**src/rtl/ps2_pkg.sv**
```systemverilog
// Shared types and constants for the PS/2 host transmit path.
package ps2_pkg;

  typedef enum logic [2:0] {
    IDLE,
    INHIBIT,
    XFER,
    ACK,
    WAIT_IDLE
  } ps2_state_e;

  localparam int PS2_FRAME_BITS  = 11;
  localparam int PS2_BITCNT_W    = $clog2(PS2_FRAME_BITS);
  localparam int PS2_INHIBIT_50M = 5000;
  localparam int PS2_TIMEOUT_50M = 750000;
  localparam int PS2_CNT_W       = 20;

  function automatic logic odd_parity(input logic [7:0] d);
    return ~^d;
  endfunction

endpackage

```
**src/rtl/ps2_sync_edge.sv**
```systemverilog
// Two-flop synchroniser for one PS/2 line, with a falling-edge pulse.
module ps2_sync_edge (
  input  logic clk,
  input  logic rst,
  input  logic pin_i,
  output logic level_o,
  output logic fe_o
);

  logic meta_q;
  logic sync_q;
  logic prev_q;

  // Idle bus level is high, so reset to 1 to avoid a spurious edge.
  always_ff @(posedge clk or posedge rst) begin
    if (rst) begin
      meta_q <= 1'b1;
      sync_q <= 1'b1;
      prev_q <= 1'b1;
    end else begin
      meta_q <= pin_i;
      sync_q <= meta_q;
      prev_q <= sync_q;
    end
  end

  assign level_o = sync_q;
  assign fe_o    = prev_q & ~sync_q;

endmodule

```
**src/rtl/ps2_host_tx.sv**
```systemverilog
// PS/2 host-to-device byte transmitter: inhibit, start, 8 data bits LSB first,
// odd parity, stop, then checks the device acknowledge.
module ps2_host_tx
  import ps2_pkg::*;
#(
  parameter int INHIBIT_CYCLES = PS2_INHIBIT_50M,
  parameter int TIMEOUT_CYCLES = PS2_TIMEOUT_50M,
  parameter int CNT_W          = PS2_CNT_W
) (
  input  logic       clk,
  input  logic       rst,
  input  logic [7:0] tx_data,
  input  logic       tx_start,
  input  logic       ps2_clk_in,
  input  logic       ps2_data_in,
  output logic       ps2_clk_oe,
  output logic       ps2_data_oe,
  output logic       busy,
  output logic       done,
  output logic       ack_err,
  output logic       timeout
);

  localparam logic [CNT_W-1:0] INH_PRE  = CNT_W'(INHIBIT_CYCLES - 2);
  localparam logic [CNT_W-1:0] INH_LAST = CNT_W'(INHIBIT_CYCLES - 1);
  localparam logic [CNT_W-1:0] TO_LAST  = CNT_W'(TIMEOUT_CYCLES - 1);
  localparam logic [PS2_BITCNT_W-1:0] PAR_FE  = PS2_BITCNT_W'(8);
  localparam logic [PS2_BITCNT_W-1:0] DATA_FE = PS2_BITCNT_W'(8);

  logic clk_s, clk_fe;
  logic data_s, data_fe_unused;

  ps2_sync_edge u_sync_clk (
    .clk    (clk),
    .rst    (rst),
    .pin_i  (ps2_clk_in),
    .level_o(clk_s),
    .fe_o   (clk_fe)
  );

  ps2_sync_edge u_sync_data (
    .clk    (clk),
    .rst    (rst),
    .pin_i  (ps2_data_in),
    .level_o(data_s),
    .fe_o   (data_fe_unused)
  );

  ps2_state_e              state_q;
  logic [CNT_W-1:0]        cnt_q;
  logic [PS2_BITCNT_W-1:0] bitcnt_q;
  logic [7:0]              shreg_q;
  logic                    par_q;
  logic                    clk_oe_q;
  logic                    data_oe_q;
  logic                    busy_q;
  logic                    done_q;
  logic                    ack_err_q;
  logic                    timeout_q;

  // Handshake: tx_start is a one-cycle request accepted only while busy=0;
  // busy drops on the same cycle as the done/ack_err/timeout pulse.
  always_ff @(posedge clk or posedge rst) begin
    if (rst) begin
      state_q   <= IDLE;
      cnt_q     <= '0;
      bitcnt_q  <= '0;
      shreg_q   <= '0;
      par_q     <= 1'b0;
      clk_oe_q  <= 1'b0;
      data_oe_q <= 1'b0;
      busy_q    <= 1'b0;
      done_q    <= 1'b0;
      ack_err_q <= 1'b0;
      timeout_q <= 1'b0;
    end else begin
      done_q    <= 1'b0;
      ack_err_q <= 1'b0;
      timeout_q <= 1'b0;
      case (state_q)
        IDLE: begin
          if (tx_start) begin
            shreg_q  <= tx_data;
            par_q    <= odd_parity(tx_data);
            busy_q   <= 1'b1;
            cnt_q    <= '0;
            clk_oe_q <= 1'b1;
            state_q  <= INHIBIT;
          end
        end
        INHIBIT: begin
          cnt_q <= cnt_q + 1'b1;
          if (cnt_q == INH_PRE) data_oe_q <= 1'b1;
          if (cnt_q == INH_LAST) begin
            clk_oe_q <= 1'b0;
            cnt_q    <= '0;
            bitcnt_q <= '0;
            state_q  <= XFER;
          end
        end
        XFER, ACK, WAIT_IDLE: begin
          cnt_q <= cnt_q + 1'b1;
          // Timeout wins over a clock edge arriving on the same cycle.
          if (cnt_q == TO_LAST) begin
            clk_oe_q  <= 1'b0;
            data_oe_q <= 1'b0;
            timeout_q <= 1'b1;
            busy_q    <= 1'b0;
            state_q   <= IDLE;
          end else if (state_q == XFER) begin
            if (clk_fe) begin
              bitcnt_q <= bitcnt_q + 1'b1;
              if (bitcnt_q < DATA_FE) begin
                data_oe_q <= ~shreg_q[0];
                shreg_q   <= {1'b0, shreg_q[7:1]};
              end else if (bitcnt_q == PAR_FE) begin
                data_oe_q <= ~par_q;
              end else begin
                data_oe_q <= 1'b0;
                state_q   <= ACK;
              end
            end
          end else if (state_q == ACK) begin
            if (clk_fe) begin
              if (!data_s) begin
                state_q <= WAIT_IDLE;
              end else begin
                ack_err_q <= 1'b1;
                busy_q    <= 1'b0;
                state_q   <= IDLE;
              end
            end
          end else begin
            if (clk_s && data_s) begin
              done_q  <= 1'b1;
              busy_q  <= 1'b0;
              state_q <= IDLE;
            end
          end
        end
        default: state_q <= IDLE;
      endcase
    end
  end

  assign ps2_clk_oe  = clk_oe_q;
  assign ps2_data_oe = data_oe_q;
  assign busy        = busy_q;
  assign done        = done_q;
  assign ack_err     = ack_err_q;
  assign timeout     = timeout_q;

endmodule

```
**config.mk**
```make
export PLATFORM = sky130hd
export DESIGN_NAME = ps2_host_tx
export DESIGN_NICKNAME = d
export VERILOG_FILES = /design/src/rtl/ps2_pkg.sv /design/src/rtl/ps2_sync_edge.sv /design/src/rtl/ps2_host_tx.sv
export SDC_FILE = /design/constraint.sdc
export NUM_CORES = 1
export LEC_CHECK = 0
export ABC_AREA = 0
export CORE_ASPECT_RATIO = 2
export CORE_MARGIN = 4
export CORE_UTILIZATION = 55
export DETAILED_ROUTE_END_ITERATION = 16
export HOLD_SLACK_MARGIN = 0.1
export PLACE_DENSITY = 0.75
export SLEW_MARGIN = 40
export SYNTH_ARGS = -nofsm -noshare
export SYNTH_HDL_FRONTEND = slang
export SYNTH_SLANG_ARGS = --single-unit
```
**constraint.sdc**
```tcl
create_clock -name clk -period 3 [get_ports clk]
set_clock_uncertainty 0.2 [all_clocks]
set_input_delay 0.9 -clock clk [delete_from_list [all_inputs] [get_ports clk]]
set_output_delay 0.9 -clock clk [all_outputs]
set_load 0.05 [all_outputs]
```
# Yosys cells after proc, flatten, opt, wreduce, memory -nomap -nowiden
# Cells that the tools add are included.
[word_totals] ram_bits=0 mem_count=0 input_bits=13 latchBits=0 out_inout_bits=6 regBits=47 mem_bits_ro=0 elab_cells=121
[op_classes] reduce_logical=15 add_sub_neg=2 div_mod_pow=0 n_eq_ne=26 n_shift=0 mux=57 mul=0 bitwise=4 order_cmp=1
[op_table] cell="case mux 20 bit (3 select lines)" count=1
[op_table] cell="equality test 20 x 13 -> 1 bit (second input constant)" count=2
[op_table] cell="two-way mux 20 bit" count=2
[op_table] cell="two-way mux 8 bit" count=5
[op_table] cell="two-way mux 3 bit" count=11
[op_table] cell="two-way mux 1 bit" count=28
[op_table] cell="adder 20 x 1 -> 20 bit (second input constant)" count=1
[op_table] cell="equality test 20 bit (second input constant)" count=1
[op_table] cell="inequality test 4 bit (second input constant)" count=5
[op_table] cell="two-way mux 4 bit" count=4
[op_table] cell="inequality test 2 bit (second input constant)" count=8
[op_table] cell="case mux 8 bit (2 select lines)" count=1
[op_table] cell="AND reduction 6 bit" count=2
[op_table] cell="inequality test 3 bit (second input constant)" count=3
[op_table] cell="case mux 3 bit (3 select lines)" count=1
[op_table] cell="case mux 4 bit (2 select lines)" count=1
[op_table] cell="AND reduction 4 bit" count=2
[op_table] cell="XNOR reduction 8 bit" count=1
[op_table] cell="AND reduction 7 bit" count=1
[op_table] cell="equality test 3 x 2 -> 1 bit (second input constant)" count=2
[op_table] cell="inequality test 5 bit (second input constant)" count=1
[op_table] cell="AND reduction 5 bit" count=1
[op_table] cell="adder 4 x 1 -> 4 bit (second input constant)" count=1
[op_table] cell="equality test 4 bit (second input constant)" count=1
[op_table] cell="14 further kinds" count=19

# Logic depth before layout (Yosys ltp)
[logic_depth] word_depth=7 depth_mapped=8 ltp_nobuf=7

# By module
# From an unflattened synthesis, not the netlist that was laid out.
[hier_totals] hier_cells=297 area_unflattened_um2=2740.1
[by_module_without_submodules] mod="ps2_host_tx" instances=1 area_per_inst_um2=2547.4 cells_each=287 seq_area_each_um2=1051.0
[by_module_without_submodules] mod="ps2_sync_edge" instances=2 area_per_inst_um2=96.3 cells_each=5 seq_area_each_um2=78.8

# Worst setup path after synthesis
# No wires, ideal clock.
[synth_path] path_kind="register to register" from="register cnt_q[15]" to="register cnt_q[12]" stages_incl_launch_ff=7 required_time_ps=2682 arrival_ps=2150 path_buffers=1 setup_ps=118 setup_slack_ps=532 period_less_slack_ps=2468 cell_sequence="dfrtp_1 or2_1 or4_4 or4_4 a21boi_4 buf_6 nor2_1"
[synth_between] elab_chain_cells=3
[synth_rtl] element="start: declaration" line="ps2_host_tx.sv:50" text="logic [CNT_W-1:0] cnt_q;"
[synth_rtl] element="start signal: assignment" line="ps2_host_tx.sv:92" text="cnt_q <= cnt_q + 1'b1;"
[synth_rtl] element="start signal: assignment" line="ps2_host_tx.sv:102" text="cnt_q <= cnt_q + 1'b1;"
[synth_rtl] element="equality test 20 x 13 -> 1 bit" line="ps2_host_tx.sv:94" text="if (cnt_q == INH_LAST) begin"
[synth_rtl] element="two-way mux 20 bit" line="ps2_host_tx.sv:94"
[synth_rtl] element="case mux 20 bit (3 select lines)" line="ps2_host_tx.sv:80" text="case (state_q)"
# No other way between the ends.
# A chain may end at the register's enable or synchronous reset.

# Worst setup path after layout
[layout_path] from="register cnt_q[0]" to="register cnt_q[7]"
[layout_between] elab_chain_cells=3
[layout_rtl] element="adder 20 x 1 -> 20 bit / equality test 20 x 13 -> 1 bit (equally long branches)" line="ps2_host_tx.sv:92, ps2_host_tx.sv:102, ps2_host_tx.sv:94"
[layout_rtl] element="two-way mux 20 bit" line="ps2_host_tx.sv:94"
[layout_rtl] element="case mux 20 bit (3 select lines) (*)" line="ps2_host_tx.sv:80"
# Mark *: on every way between the ends. The rest lies on a longest branch, timed or not.

==> results_dict.tcl <==
set metrics [dict create \
    rsz0062_at_grt "no" \
    grt.total_usage_pct 21.4 \
    die_y_um 105 \
    cts_resized 0 \
    slew-limit-headroom_pct 50.1 \
    slew_violations 0 \
    wl_per_cell_um 16.5 \
    cp-end-kind "register" \
    clk_pin_slew_ps 90 \
    grt_max_degree 20 \
    maxCapViolations 0 \
    hold_violations 0 \
    dieArea_mm2 0.00598 \
    clock.fmax_mhz 370 \
    clockRootBuffer "clkbuf_8" \
    firstDrtPassIters 4 \
    grt_pass1_vias 2253 \
    internal_power_uw 1170 \
    wirelength_um 5880 \
    antenna_found_initial 0 \
    tightest_slew_ps 739 \
    synthDominantCellAreaShare_pct 40.3 \
    slowest_delay_ps 580 \
    die_w_um 56.7 \
    leakagePower_uw 0.00130 \
    area_growth_pct 14.9 \
    layout_common_cells "dfrtp_1, nor2_1, nand2_1, clkdlybuf4s50_1, xor2_1" \
    antenna_cells 0 \
    num_rows 35 \
    worstSetupPathType "reg -> reg" \
    path_buf_inv 1 \
    crit_chain "ha_1 > nand2_1 > or4_4 > or4_4 > a21boi_4 > buf_4 > nor2_1" \
    numCtsBuffers 5 \
    power_switching_uw 538 \
    cp.required_ps 2980 \
    synthesis.area_mm2 0.00261 \
    grt_pass1_wl_um 10400 \
    layout_commonest_cell "dfrtp_1" \
    switching_share_pct 31.6 \
    seq_area_frac_synth_pct 45.3 \
    detail-route-antenna-nets 0 \
    drive_gt1_share_pct 11.3 \
    crit_slowest_cell "or4_4" \
    initialDrtViolationCount 69 \
    hold_path_class "reg -> reg" \
    synth_cell_types 50 \
    synth-edff-count 0 \
    setup-tns-final_ps 0 \
    period_share_pct 90.0 \
    io_buffers 18 \
    post-route-drc-count 0 \
    netlist_top_cells_area "dfrtp_1, dfstp_2, xor2_1" \
    ioPinCount 19 \
    via_per_inst 6.06 \
    core_area_mm2 0.00460 \
    place.gp.congestion 0.846 \
    grt_overflow 0 \
    status "finished clean" \
    cts_max_path_buffers 2 \
    initial_core_util_pct 56.8 \
    ys_async_sr_fraction_pct 100 \
    cts_sinks 47 \
    yosys.area.top_type "dfrtp_1" \
    dr_total_vias 2164 \
    hold_slack_ps 161 \
    h-tree-depth 2 \
    cts_tree "yes" \
    postCtsSetupRepairBufs 0 \
    startpoint_type "register" \
    cpLargestDelayFamily "simple AND/OR/NAND/NOR gates" \
    hpwl_um 4420 \
    combPwrFrac_pct 25.0 \
    clkPwrFrac_pct 24.4 \
    hold_buffers 0 \
    peakVddDrop_mv 0.382 \
    ys_ff_latch 47 \
    clock_latency_ps 300 \
    syn_inst 278 \
    num-nets-final 318 \
    synth_fp_nets 295 \
    postSynthAreaPerCell_um2 9.39 \
    crit_fanout 19 \
    arrival_ps 2680 \
    seq_power_share_pct 50.6 \
    setup_viol 0 \
    synth_warnings 0 \
    synth_flop_cell "dfrtp_1" \
    power_density_mw_per_mm2 568 \
    crit_top_cell "or4_4" \
    fin_crit_ps 2700 \
]
-- metrics by stage --
stage                     utilization (%)  total power [uW]  std cells  setup WS [ps]  area [um^2]
after floorplan                         -              1160        278            532         2610
final                                65.2              1700        357            300         3000
after detailed placement             62.9              1300        349            179         2890
after global routing                 65.2              1810        357            158         3000
after global placement               62.9              1290        349            185         2890
after CTS                            65.1              1720        357            246         2990
-- logic make-up (layout without fill, tap and decap cells) --
kind of cell               after synthesis  count (layout)  synth area share, %
and+or+nand+nor                        125             125                 25.9
muxes                                    1               1                0.431
xor gates and xnor gates                25              25                 8.39
adders and majority gates                4               4                 1.92
buffers and inverters                   22              46                 3.45
AOI/OAI and AO/OA                       54              54                 14.6
DFF                                     47              47                 45.3
-- registers in the layout, summed over array words and instances, names as in the netlist, 3 cells and up --
signal	flops
state_q	3
cnt_q	20
bitcnt_q	4
shreg_q	8
-- per-layer routing --
| layer | vias to the layer above | global-route usage, % | routed length, um |
|---|---|---|---|
| met4 | 0 | 8.66 | 133 |
| li1 | 1058 | - | - |
| met2 | 60 | 39.3 | 3330 |
| met1 | 1034 | 23.9 | 2220 |
| met5 | - | 0 | 0 |
| met3 | 12 | 2.94 | 197 |
-- cell usage after synthesis (4+ instances only) --
cell type,instances
dfstp_2,5
and4_1,4
dfrtp_1,42
nor4_1,5
ha_1,4
a21oi_1,7
a2bb2oi_1,8
nand3_1,12
o211ai_1,4
o22ai_1,8
nand2b_1,4
nand4_1,13
inv_1,7
nand2_1,20
and3_1,6
nor2_1,34
clkbuf_1,13
nor3_1,6
o21ai_0,11
xnor2_1,10
xor2_1,15
-- path summary, 6_finish.rpt --
check                                   start  slack, ps  cells past startpoint             endpoint
min in group asynchronous                 rst        690                      2           ps2_clk_oe
hold / removal             u_sync_data.meta_q        160                      0  u_sync_data.level_o
setup / recovery                     cnt_q[0]        300                      7             cnt_q[7]
max in group asynchronous                 rst       1330                      3            cnt_q[14]
setup reg to reg                     cnt_q[0]        300                      7             cnt_q[7]
hold reg to reg            u_sync_data.meta_q        160                      0  u_sync_data.level_o
-- cell type report --
cell class / count / area, um^2
Multi-Input combinational cell: 209 / 1340
Clock buffer: 8 / 100
Timing Repair Buffer: 31 / 278
Inverter: 7 / 26.3
Fill cell: 407 / 1600
Tap cell: 55 / 68.8
Sequential cell: 47 / 1180
-- power groups by stage --
stage	clock [uW]	sequential, uW	combinational (uW)
2_1_floorplan	0	839	322
3_3_place_gp	0	868	419
3_5_place_dp	0	876	426
4_1_cts	427	863	430
5_1_grt	452	879	475
6_report	416	863	425
Power figures use the tool's default switching activity.
